[src/rtl/shift_sequencer_pkg.sv]
// Shared types and constants for the shift-register sequencer.
package shift_sequencer_pkg;

    // Width of the shift-cycle down-counter.
    localparam int unsigned CNT_W = 3;

    // Shift-register mode select, driven as {s1, s0}.
    typedef enum logic [1:0] {
        ModeHold = 2'b00,
        ModeLoad = 2'b01,
        ModeShr  = 2'b10,  // toward Q0, shr_in enters Q3
        ModeShl  = 2'b11   // toward Q3, shl_in enters Q0
    } mode_e;

    typedef enum logic [1:0] {
        StIdle,
        StLoad,
        StShift,
        StDone
    } state_e;

endpackage

[src/rtl/shift_count.sv]
// Loadable down-counter with zero flag.
// Priority: clear, then load, then decrement. Decrement saturates at zero.
module shift_count import shift_sequencer_pkg::*; (
    input  logic             clk_i,
    input  logic             rst_ni,
    input  logic             clr_i,
    input  logic             load_i,
    input  logic [CNT_W-1:0] load_val_i,
    input  logic             dec_i,
    output logic [CNT_W-1:0] cnt_o,
    output logic             zero_o
);

    logic [CNT_W-1:0] cnt_q, cnt_d;

    // Next count value.
    always_comb begin
        cnt_d = cnt_q;
        if (clr_i) begin
            cnt_d = '0;
        end else if (load_i) begin
            cnt_d = load_val_i;
        end else if (dec_i && (cnt_q != '0)) begin
            cnt_d = cnt_q - CNT_W'(1);
        end
    end

    // Count register.
    always_ff @(posedge clk_i or negedge rst_ni) begin
        if (!rst_ni) begin
            cnt_q <= '0;
        end else begin
            cnt_q <= cnt_d;
        end
    end

    assign cnt_o  = cnt_q;
    assign zero_o = (cnt_q == '0);

endmodule

[src/rtl/shift_sequencer.sv]
// Sequencer driving a 4-bit universal shift register: load, shift N times, pulse done.
// Optional feature: define SEQ_ROTATE_EN to feed the register's own end bit back
// as the serial input when the command's rot bit is set.
module shift_sequencer import shift_sequencer_pkg::*; (
    input  logic             clk_i,
    input  logic             rst_ni,
    input  logic             start_i,
    input  logic             abort_i,
    input  logic [3:0]       data_i,
    input  logic [CNT_W-1:0] count_i,
    input  logic             dir_i,
    input  logic             fill_i,
    input  logic             rot_i,
    input  logic [3:0]       q_i,
    output logic             s1_o,
    output logic             s0_o,
    output logic [3:0]       i_o,
    output logic             shr_in_o,
    output logic             shl_in_o,
    output logic             busy_o,
    output logic             done_o
);

    state_e           state_q, state_d;
    mode_e            mode;
    logic [3:0]       data_q, data_d;
    logic             dir_q, dir_d;
    logic             fill_q, fill_d;
    logic             serial;
    logic [CNT_W-1:0] cnt;
    logic             cnt_zero;
    logic             cnt_one;
    logic             accept;
    logic             abort_act;

    // Start is only honoured in idle; abort only cancels an active command.
    assign accept    = (state_q == StIdle) && start_i;
    assign abort_act = abort_i && ((state_q == StLoad) || (state_q == StShift));
    assign cnt_one   = (cnt == CNT_W'(1));

    shift_count u_shift_count (
        .clk_i      (clk_i),
        .rst_ni     (rst_ni),
        .clr_i      (abort_act),
        .load_i     (accept),
        .load_val_i (count_i),
        .dec_i      (state_q == StShift),
        .cnt_o      (cnt),
        .zero_o     (cnt_zero)
    );

    // Command parameters captured on an accepted start.
    always_comb begin
        data_d = data_q;
        dir_d  = dir_q;
        fill_d = fill_q;
        if (accept) begin
            data_d = data_i;
            dir_d  = dir_i;
            fill_d = fill_i;
        end
    end

    // Parameter registers.
    always_ff @(posedge clk_i or negedge rst_ni) begin
        if (!rst_ni) begin
            data_q <= '0;
            dir_q  <= 1'b0;
            fill_q <= 1'b0;
        end else begin
            data_q <= data_d;
            dir_q  <= dir_d;
            fill_q <= fill_d;
        end
    end

`ifdef SEQ_ROTATE_EN
    logic rot_q, rot_d;

    // Rotate request captured alongside the other parameters.
    always_comb begin
        rot_d = accept ? rot_i : rot_q;
    end

    // Rotate register.
    always_ff @(posedge clk_i or negedge rst_ni) begin
        if (!rst_ni) begin
            rot_q <= 1'b0;
        end else begin
            rot_q <= rot_d;
        end
    end

    // Rotation recirculates the bit leaving the register at the far end.
    assign serial = rot_q ? (dir_q ? q_i[3] : q_i[0]) : fill_q;
`else
    logic unused_rot;
    assign unused_rot = ^{rot_i, q_i};
    assign serial     = fill_q;
`endif

    // State register.
    always_ff @(posedge clk_i or negedge rst_ni) begin
        if (!rst_ni) begin
            state_q <= StIdle;
        end else begin
            state_q <= state_d;
        end
    end

    // Next-state logic; the counter holds N..1 during shift.
    always_comb begin
        state_d = state_q;
        unique case (state_q)
            StIdle:  if (start_i) state_d = StLoad;
            StLoad: begin
                if (abort_i)       state_d = StIdle;
                else if (cnt_zero) state_d = StDone;
                else               state_d = StShift;
            end
            StShift: begin
                if (abort_i)      state_d = StIdle;
                else if (cnt_one) state_d = StDone;
            end
            StDone:  state_d = StIdle;
        endcase
    end

    // Moore outputs decoded from registered state.
    always_comb begin
        mode   = ModeHold;
        busy_o = 1'b1;
        done_o = 1'b0;
        unique case (state_q)
            StIdle:  busy_o = 1'b0;
            StLoad:  mode   = ModeLoad;
            StShift: mode   = dir_q ? ModeShl : ModeShr;
            StDone:  done_o = 1'b1;
        endcase
    end

    assign {s1_o, s0_o} = mode;
    assign i_o          = data_q;
    assign shr_in_o     = serial;
    assign shl_in_o     = serial;

endmodule

[config.mk]
export PLATFORM = sky130hd
export DESIGN_NAME = shift_sequencer
export DESIGN_NICKNAME = d
export VERILOG_FILES = /design/src/rtl/shift_sequencer_pkg.sv /design/src/rtl/shift_count.sv /design/src/rtl/shift_sequencer.sv
export SDC_FILE = /design/constraint.sdc
export NUM_CORES = 1
export LEC_CHECK = 0
export CORE_MARGIN = 4
export CORE_UTILIZATION = 30
export DETAILED_ROUTE_END_ITERATION = 10
export PLACE_DENSITY_LB_ADDON = 0.08
export SYNTH_ARGS = -nofsm -noshare
export SYNTH_HDL_FRONTEND = slang
export SYNTH_SLANG_ARGS = --single-unit
export TNS_END_PERCENT = 5
[constraint.sdc]
create_clock -name clk_i -period 4.65 [get_ports clk_i]
set_clock_uncertainty 0.15 [all_clocks]
set_input_delay 0.465 -clock clk_i [delete_from_list [all_inputs] [get_ports clk_i]]
set_output_delay 0.465 -clock clk_i [all_outputs]
set_load 0.02 [all_outputs]
==> out/summary.json, run 1 <==
{
  "outcome": "finished, final reports clean",
  "number_of_maximum_capacitance_violations": 0,
  "synthTopCellsByCount": "dfrtp_1, ha_1, mux2_4",
  "sw_frac_of_total_pct": 39.2,
  "cts_sink_cnt": 11,
  "drtAntennaViolNets": 0,
  "final-setup-viol-count": 0,
  "num-nets-final": 112,
  "post_cts_resize_count": 0,
  "netlist_top_cells_area": "dfrtp_1, ha_1, mux2_4",
  "rsz_0062_raised_after_global_routing": "false",
  "drc": 0,
  "critical_path.max_fanout": 8,
  "synth-seq-area-share_pct": 39.0,
  "async_reset_ff_share_pct": 100,
  "power_density_nw_per_um2": 624,
  "number_of_iterations_in_the_first_detailed_routing_pass": 3,
  "sum_of_routed_wire_length_over_all_layers_mm": 1.44,
  "cts_setup_buffers": 0,
  "max_freq_mhz": 379,
  "fp.dieW_um": 56.5,
  "syn_inst": 60,
  "wl_met3_um": 77,
  "period_minus_slack_ps": 2640,
  "path_clk_slew_ps": 70,
  "vdd_drop_max_mv": 0.304,
  "syn_area_per_cell_um2": 11.8,
  "final_util_pct": 43.4,
  "timing.final.ws_setup_ps": 2010,
  "crit_type": "flip-flop to output pin",
  "timing.max_slew.rel_slack_pct": 66.2,
  "hold_fix_buffers_cts": 0,
  "antennaDiodeCount": 0,
  "cp-end-kind": "output pin",
  "drtIter0Drc": 9,
  "crit_path_start_kind": "flip-flop",
  "initial_utilization_pct": 31.6,
  "flow.area_growth_from_synthesis_pct": 37.2,
  "numCtsBuffers": 3,
  "place_congestion": 0.718,
  "timing.critical_path.slowest_stage_cell": "clkdlybuf4s50_1",
  "postSynthRegisterBits": 11,
  "grt-ovfl-total": 0,
  "grt_start_max_net_pins": 13,
  "synth_area_leader_cell": "dfrtp_1",
  "ctsLongestPathBuffers": 2,
  "yosys_warnings": 0,
  "hold_path_class": "flip-flop to flip-flop",
  "dpl.hpwl_mm": 1.10,
  "mappedNetlistNets": 87,
  "top_layer_used": "met4",
  "first_global_vias": 550,
  "port_buffers": 22,
  "share_seq_of_total_power_pct": 29.1,
  "hold_violations": 0,
  "detail_route_met2_wl_um": 691,
  "rows": 17,
  "yosys.cell_count.top_type": "dfrtp_1",
  "tightestPinTransition_ps": 505,
  "io_pins": 28,
  "crit_chain": "inv_1 -> ha_1 -> a21oi_1 -> nor2b_1 -> clkdlybuf4s50_1",
  "number_of_flops_mapped_to_enable_cells_by_yosys": 0,
  "min_period_over_period_pct": 56.8,
  "yosys_most_used_dff": "dfrtp_1",
  "critical_path_arrival_ps": 2030,
  "groute.usage.overall_pct": 10.5,
  "combPwrFrac_pct": 60.2,
  "place_inst": 108,
  "final_cells": 112,
  "via_per_inst": 4.57,
  "core_area_um2": 2230,
  "timing_max_transition_violations_final": 0,
  "die_area_um2": 3190,
  "post-place-ws_ps": 2310,
  "syn_area_um2": 706,
  "num_vias": 512,
  "cellInternalPower_uw": 367,
  "power.switching_uw": 237,
  "power.share.clock_pct": 10.7,
  "wire_per_inst_um": 12.8,
  "critPathRequiredTime_ps": 4030,
  "setup-tns-final_ps": 0,
  "max_incr_delay_on_cp_ps": 620,
  "filler_cell_count": 239,
  "cts_root_buffer": "clkbuf_4",
  "wire_length_of_the_first_global_routing_pass_mm": 2.59,
  "clock_insertion_delay_worst_skew_ps": 260,
  "area_fraction_of_the_dominant_cell_type_after_synthesis_pct": 39.0,
  "htree_levels": 1,
  "wl_met1_um": 658,
  "cellLeakagePower_uw": 0.000456,
  "fp.dieH_um": 56.5,
  "yosys.cell_types.count": 22,
  "antenna_found_initial": 0,
  "tritoncts": "built",
  "layout-drive-gt1-share_pct": 14.3
}
==> metrics by stage <==
| stage | power (µW) | hold WS (ps) | cell area, µm² |
|---|---|---|---|
| final | 604 | 371 | 968 |
| after global routing | 660 | 388 | 968 |
| after CTS | 617 | 372 | 968 |
| after detailed placement | 544 | 349 | 942 |
| after global placement | 545 | 345 | 942 |
| after floorplan | 424 | 19.4 | 706 |
==> cells by family (layout without fill, tap and decap cells) <==
kind of cell,after synthesis,in the layout,synth area share [%]
AND/OR/NAND/NOR,15,15,13.8
flip-flops,11,11,39.0
adder cells (fa/ha/maj),9,9,16.0
AO/OA/AOI/OAI,9,9,8.86
multiplexers,9,9,17.0
buffers and inverters,7,31,5.32
==> layout make-up <==
type	count	area, µm²	share of cell area [%]
Inverter	5	18.8	1.94
Tap cell	28	35.0	3.62
Multi-Input combinational cell	42	393	40.6
Sequential cell	11	275	28.4
Timing Repair Buffer	22	220	22.7
Clock buffer	4	26.3	2.71
==> power by group through the flow <==
stage               clock network, µW  logic [µW]  registers (µW)
floorplan                           0         226             198
global placement                    0         368             177
CTS                              70.3         370             177
global route                     75.3         401             184
detailed placement                  0         366             178
finish                           64.6         363             176
==> critical path, delay by kind of cell (launching register included) <==
kind | cells | cell delay, ps
adder cells (fa/ha/maj) | 1 | 330
flip-flops | 1 | 400
AO/OA/AOI/OAI | 1 | 100
AND/OR/NAND/NOR | 1 | 140
buffers and inverters | 2 | 770
==> layer usage <==
| layer | global-route usage (%) | vias up |
|---|---|---|
| met5 | 0 | - |
| met4 | 4.07 | 0 |
| met3 | 4.60 | 2 |
| met2 | 16.3 | 12 |
| met1 | 12.7 | 242 |
| li1 | - | 256 |
==> final timing paths <==
check / startpoint / endpoint / slack [ps] / depth (start not counted)
min: i_o[2]$_DFFE_PN0P_ / i_o[2]$_DFFE_PN0P_ / 370 / 1
max in group asynchronous: rst_ni / u_shift_count.cnt_o[2]$_DFFE_PN0P_ / 3630 / 1
max: state_q[0]$_DFFE_PN0P_ / s0_o / 2010 / 5
max reg2reg: state_q[0]$_DFFE_PN0P_ / state_q[1]$_DFFE_PN0P_ / 2980 / 5
min reg2reg: i_o[2]$_DFFE_PN0P_ / i_o[2]$_DFFE_PN0P_ / 370 / 1
min in group asynchronous: rst_ni / i_o[0]$_DFFE_PN0P_ / 380 / 1
==> cell usage in the layout (no fill, tap or decap) <==
cell type | netlist | layout
a2bb2oi_2 | 1 | 1
mux2i_1 | 3 | 3
dfrtp_1 | 11 | 11
inv_1 | 5 | 5
and4_1 | 2 | 2
o21ai_1 | 1 | 1
nor2_1 | 2 | 2
and2b_1 | 1 | 1
nor4bb_1 | 1 | 1
mux2_4 | 6 | 6
a221oi_1 | 2 | 2
clkbuf_1 | 0 | 1
nand2b_1 | 1 | 1
nand2b_4 | 1 | 1
clkbuf_4 | 0 | 3
nor3_1 | 3 | 3
clkdlybuf4s50_1 | 0 | 22
o21ai_0 | 3 | 3
nand2_1 | 2 | 2
ha_1 | 9 | 9
nor2b_1 | 1 | 1
nand2_2 | 1 | 1
a21oi_1 | 2 | 2
==> state kept, by name, indices dropped and copies added, names as in the netlist <==
register	cells
u_shift_count.cnt_o	3
state_q	2
dir_q	1
shl_in_o	1
i_o	4
Power figures use the tool's default switching activity.
==> run 2: changes to the inputs <==
Clock period 4.65 ns to 2.4 ns, I/O delays scaled along.
==> run 2 against run 1 <==
Effect of this change: final cell count is the same; via count grew 0.78%; non-clock buffer count is the same; largest cell class unchanged; utilization grew 0.22 points; sequential cell count is the same; register-to-register slack lost 2300 ps; sequential power grew 94%; clock power grew 93%; sequential share of layout area shrank 0.15 points; clock-buffer cell count is the same.
==> out/summary.json, run 2 (synthesis gave the netlist of run 1 again) <==
{
  "crit_chain": "inv_1 -> ha_1 -> inv_1 -> clkdlybuf4s50_1",
  "num-nets-final": {"value": 112, "change": "unchanged"},
  "drtIter0Drc": {"value": 9, "change": "unchanged"},
  "num_vias": {"value": 516, "change": "+0.78%"},
  "core_area": {"value": 2230, "unit": "µm²", "change": "unchanged"},
  "timing.max_slew.rel_slack": {"value": 66.3, "unit": "%", "change": "about the same"},
  "tightestPinTransition": {"value": 504, "unit": "ps", "change": "-0.757 ps"},
  "via_per_inst": {"value": 4.61, "change": "+0.78%"},
  "clock_insertion_delay_worst_skew": {"value": 260, "unit": "ps", "change": "about the same"},
  "critPathRequiredTime": {"value": 2010, "unit": "ps", "change": "-2020 ps"},
  "crit_family": "buffers and inverters",
  "layout-drive-gt1-share": {"value": 15.5, "unit": "%", "change": "+1.2 points"},
  "ctsLongestPathBuffers": {"value": 2, "change": "unchanged"},
  "outcome": "finished, final reports clean",
  "hold-worst-slack": {"value": 160, "unit": "ps", "change": "-211 ps"},
  "io_pins": {"value": 28, "change": "unchanged"},
  "period_minus_slack_ps": 2110,
  "number_of_maximum_capacitance_violations": {"value": 0, "change": "unchanged"},
  "filler_cell_count": {"value": 238, "change": "-0.42%"},
  "drc": {"value": 0, "change": "unchanged"},
  "largest_register_ffs": {"value": 4, "change": "unchanged"},
  "cts_root_buffer": "clkbuf_4",
  "min_period_over_period_pct": 87.9,
  "wire_per_inst": {"value": 12.9, "unit": "µm", "change": "+0.56%"},
  "place_inst": {"value": 108, "change": "unchanged"},
  "port_buffers": {"value": 22, "change": "unchanged"},
  "cts_setup_buffers": {"value": 0, "change": "unchanged"},
  "drtAntennaViolNets": {"value": 0, "change": "unchanged"},
  "htree_levels": {"value": 1, "change": "unchanged"},
  "place_congestion": {"value": 0.718, "change": "about the same"},
  "cellLeakagePower": {"value": 0.000468, "unit": "µW", "change": "+2.7%"},
  "rsz_0062_raised_after_global_routing": "false",
  "hold_path_class": "primary input to async pin",
  "path_clk_slew": {"value": 70, "unit": "ps", "change": "about the same"},
  "critical_path_buf_inv_count": {"value": 3, "change": "+1"},
  "grt_start_max_net_pins": {"value": 13, "change": "unchanged"},
  "die_area": {"value": 3190, "unit": "µm²", "change": "unchanged"},
  "cts_sink_cnt": {"value": 11, "change": "unchanged"},
  "flow.area_growth_from_synthesis_pct": 37.9,
  "wire_length_of_the_first_global_routing_pass": {"value": 2.59, "unit": "mm", "change": "unchanged"},
  "fp.dieW": {"value": 56.5, "unit": "µm", "change": "unchanged"},
  "setup-tns-final": {"value": 0, "unit": "ps", "change": "unchanged"},
  "numCtsBuffers": {"value": 3, "change": "unchanged"},
  "hold_fix_buffers_cts": {"value": 0, "change": "unchanged"},
  "max_incr_delay_on_cp": {"value": 600, "unit": "ps", "change": "-20 ps"},
  "final_cells": {"value": 112, "change": "unchanged"},
  "vdd_drop_max": {"value": 0.575, "unit": "mV", "change": "+89%"},
  "tritoncts": "built",
  "max_freq_mhz": 474,
  "grt-ovfl-total": {"value": 0, "change": "unchanged"},
  "power_density": {"value": 1200, "unit": "nW/µm²", "change": "+93%"},
  "number_of_iterations_in_the_first_detailed_routing_pass": {"value": 4, "change": "+1"},
  "crit_path_start_kind": "flip-flop",
  "timing.critical_path.slowest_stage_cell": "clkdlybuf4s50_1",
  "mostFrequentLayoutCell": "clkdlybuf4s50_1",
  "hold_violations": {"value": 0, "change": "unchanged"},
  "layout.cells.most_common_list": "clkdlybuf4s50_1, dfrtp_1, ha_1",
  "cp-end-kind": "output pin",
  "dpl.hpwl": {"value": 1.10, "unit": "mm", "change": "unchanged"},
  "initial_utilization": {"value": 31.6, "unit": "%", "change": "unchanged"},
  "fp.dieH": {"value": 56.5, "unit": "µm", "change": "unchanged"},
  "antennaDiodeCount": {"value": 0, "change": "unchanged"},
  "groute.usage.overall": {"value": 10.5, "unit": "%", "change": "unchanged"},
  "sum_of_routed_wire_length_over_all_layers": {"value": 1.45, "unit": "mm", "change": "+0.56%"},
  "critical_path_arrival": {"value": 1720, "unit": "ps", "change": "-310 ps"},
  "crit_type": "flip-flop to output pin",
  "final-setup-viol-count": {"value": 0, "change": "unchanged"},
  "timing_max_transition_violations_final": {"value": 0, "change": "unchanged"},
  "first_global_vias": {"value": 550, "change": "unchanged"},
  "rows": {"value": 17, "change": "unchanged"},
  "critical_path.max_fanout": {"value": 5, "change": "-3"},
  "crit_top_cell": "inv_1",
  "antenna_found_initial": {"value": 0, "change": "unchanged"}
}
-- run 2: routing by layer --
layer,up-vias,share of wire [%],GRT usage [%]
li1,256,-,-
met1,246,46,12.7
met2,12,48,16.3
met3,2,5.3,4.60
met4,0,0.69,4.07
met5,-,0,0
-- run 2: cell type report --
class / instances / area [µm²] / area share (%)
Timing Repair Buffer: 22 / 223 / 22.9
Sequential cell: 11 / 275 / 28.3
Multi-Input combinational cell: 42 / 395 / 40.6
Inverter: 5 / 18.8 / 1.93
Tap cell: 28 / 35.0 / 3.60
Clock buffer: 4 / 26.3 / 2.70
-- run 2: stage by stage --
step	util [%]	instance area [µm²]	total power [µW]	setup WS, ps
floorplan	-	706	822	853
global placement	42.2	942	1060	269
detailed placement	42.2	942	1050	281
CTS	43.5	971	1200	34.0
global route	43.6	973	1280	191
finish	43.6	973	1170	291
-- run 2: what timing repair did --
action                                 4_1_cts  5_1_grt
setup endpoints to repair                    1        1
endpoints found under the hold margin        0        0
gates resized for setup                      1        1
cloned                                       0        0
-- run 2: worst reg2reg max path, stage by stage (launching register included) --
cell and delay (ps):
dfrtp_1 400, inv_1 150, ha_1 250, nand2_2 220, and4_1 270, nor3_1 150
-- run 2: worst paths after layout --
path / start / end / slack [ps] / depth (start not counted)
setup / recovery: state_q[0]$_DFFE_PN0P_ / busy_o / 290 / 4
hold / removal: rst_ni / i_o[0]$_DFFE_PN0P_ / 160 / 1
setup reg to reg: state_q[0]$_DFFE_PN0P_ / u_shift_count.cnt_o[1]$_DFFE_PN0P_ / 720 / 5
hold reg to reg: i_o[2]$_DFFE_PN0P_ / i_o[2]$_DFFE_PN0P_ / 370 / 1
max in group asynchronous: rst_ni / u_shift_count.cnt_o[2]$_DFFE_PN0P_ / 1600 / 1
min in group clk_i: i_o[2]$_DFFE_PN0P_ / i_o[2]$_DFFE_PN0P_ / 370 / 1
-- run 2: power breakdown --
group	internal [µW]	leakage, µW	total [µW]	switching (µW)
logic	370	0.000320	704	334
clock network	64.3	0.0000150	125	60.8
registers	275	0.000133	341	65.6
total	710	0.000468	1170	460
==> RTL edit (settings of run 2) <==
Add an input register stage for `start_i`, `abort_i`, `data_i`, `count_i`, `dir_i` and `fill_i`, without a reset; this delays them by one clock. The other inputs are not delayed to match.
--- a/src/rtl/shift_sequencer.sv
+++ b/src/rtl/shift_sequencer.sv
@@ -21,6 +21,22 @@
     output logic             done_o
 );
 
+    logic start_q;
+    logic abort_q;
+    logic [3:0] data_r;
+    logic [CNT_W-1:0] count_q;
+    logic dir_r;
+    logic fill_r;
+
+    always_ff @(posedge clk_i) begin
+        start_q <= start_i;
+        abort_q <= abort_i;
+        data_r  <= data_i;
+        count_q <= count_i;
+        dir_r   <= dir_i;
+        fill_r  <= fill_i;
+    end
+
     state_e           state_q, state_d;
     mode_e            mode;
     logic [3:0]       data_q, data_d;
@@ -34,8 +50,8 @@
     logic             abort_act;
 
     // Start is only honoured in idle; abort only cancels an active command.
-    assign accept    = (state_q == StIdle) && start_i;
-    assign abort_act = abort_i && ((state_q == StLoad) || (state_q == StShift));
+    assign accept    = (state_q == StIdle) && start_q;
+    assign abort_act = abort_q && ((state_q == StLoad) || (state_q == StShift));
     assign cnt_one   = (cnt == CNT_W'(1));
 
     shift_count u_shift_count (
@@ -43,7 +59,7 @@
         .rst_ni     (rst_ni),
         .clr_i      (abort_act),
         .load_i     (accept),
-        .load_val_i (count_i),
+        .load_val_i (count_q),
         .dec_i      (state_q == StShift),
         .cnt_o      (cnt),
         .zero_o     (cnt_zero)
@@ -55,9 +71,9 @@
         dir_d  = dir_q;
         fill_d = fill_q;
         if (accept) begin
-            data_d = data_i;
-            dir_d  = dir_i;
-            fill_d = fill_i;
+            data_d = data_r;
+            dir_d  = dir_r;
+            fill_d = fill_r;
         end
     end
 
@@ -112,14 +128,14 @@
     always_comb begin
         state_d = state_q;
         unique case (state_q)
-            StIdle:  if (start_i) state_d = StLoad;
+            StIdle:  if (start_q) state_d = StLoad;
             StLoad: begin
-                if (abort_i)       state_d = StIdle;
+                if (abort_q)       state_d = StIdle;
                 else if (cnt_zero) state_d = StDone;
                 else               state_d = StShift;
             end
             StShift: begin
-                if (abort_i)      state_d = StIdle;
+                if (abort_q)      state_d = StIdle;
                 else if (cnt_one) state_d = StDone;
             end
             StDone:  state_d = StIdle;
Function: changed (Yosys sat finds a counterexample within 4 cycles, from zero or initial values and one cycle with rst_ni low).
==> RTL edit against run 2 <==
Global-route usage is 1.9 points lower; total power is 28% higher; register-to-register slack worse by 0.02 ns; wire length is 7.5% higher; sequential power is 59% higher; die area is 27% higher; critical endpoint unchanged; critical path depth stayed put; synthesized area is 31% higher; sequential cell count is 11 higher; cell area is 24% higher; worst setup slack worse by 0.048 ns.
==> RTL edit: results (changes against run 2) <==
\begin{tabular}{lr}
\hline
Metric & Value \\
\hline
\multicolumn{2}{l}{\textbf{Clock tree}} \\
\quad CTS clock-pin slew for the worst setup and hold paths & 0.11 ns (+0.04 ns) \\
\multicolumn{2}{l}{\textbf{Place}} \\
\quad Post-detailed-placement half-perimeter wirelength & 1.191 mm (+7.8\%) \\
\quad Cell area after placement & 1166 um2 (+24\%) \\
\quad Gp weighted congestion & 0.6530 (-9.0\%) \\
\quad Worst Setup Slack post-DPL & 0.3126 ns (+0.03108 ns) \\
\quad Placed Cells incl. Taps & 122 (+13\%) \\
\multicolumn{2}{l}{\textbf{Synthesis}} \\
\quad Net count of the mapped netlist & 98 (+13\%) \\
\quad Fraction of the mapped netlist area in compound gates & 0.06757 (-0.02108) \\
\quad Synth top area cells & dfrtp\_1 30\%, dfxtp\_1 24\%, ha\_1 12\%, mux2\_4 9.7\%, mux2i\_1 3.2\% \\
\quad FFs w/ async S/R, synth & 0.5000 (-0.5000) \\
\quad Mapped Avg Cell Area & 13.04 um2 (+11\%) \\
\quad Number of distinct standard cells referenced by the synthesized netlist & 23 (+4.5\%) \\
\quad Most common flop cell mapped by yosys & dfxtp\_1 \\
\quad Mux share of post-synthesis cell area & 0.1297 (-0.04048) \\
\multicolumn{2}{l}{\textbf{Final layout}} \\
\quad Filler Cell Count & 284 (+19\%) \\
\quad Share of cell area taken by multi-input logic gates & 0.3275 (-0.07871) \\
\quad Share of post-route cells with drive strength above 1 & 0.1474 (-0.007393) \\
\quad Clock network share of area & 0.03005 (+0.003059) \\
\multicolumn{2}{l}{\textbf{GRT}} \\
\quad Routing usage on met3 & 0.02131 (-0.02466) \\
\quad Met2 demand-to-capacity share in global routing & 0.1343 (-0.02908) \\
\quad Wire length of the first global-routing pass & 2.746 mm (+6.1\%) \\
\multicolumn{2}{l}{\textbf{Routing}} \\
\quad DRC marker count from the first detailed-route iteration & 10 (+1) \\
\quad Routed Wire Length & 1.555 mm (+7.5\%) \\
\multicolumn{2}{l}{\textbf{Power}} \\
\quad Leakage component of the power & 0.0005672 uW (+21\%) \\
\quad Ratio of total power to cell area & 1239 nW/um2 (+3.1\%) \\
\multicolumn{2}{l}{\textbf{Status}} \\
\quad Status & completed \\
\hline
\end{tabular}
-- RTL edit: cell count changes after synthesis, sizes merged --
cell,delta
dfxtp,+11
-- RTL edit: where the power goes --
group,switching [uW],leakage [uW],internal (uW),total (uW)
clock,97.4,0.0000210,92.3,190
combinational,364,0.000320,400,763
sequential,72.7,0.000226,470,543
-- RTL edit: final timing paths --
check	from	end	slack, ns	depth (start not counted)
max in group asynchronous	rst_ni	state_q[0]$_DFFE_PN0P_	1.65	1
max reg2reg	state_q[1]$_DFFE_PN0P_	u_shift_count.cnt_o[0]$_DFFE_PN0P_	0.70	5
min	rst_ni	i_o[0]$_DFFE_PN0P_	0.12	1
max	state_q[1]$_DFFE_PN0P_	busy_o	0.24	4
min reg2reg	data_r[2]$_DFF_P_	i_o[2]$_DFFE_PN0P_	0.32	1
min in group clk_i	count_i[0]	count_q[0]$_DFF_P_	0.23	1
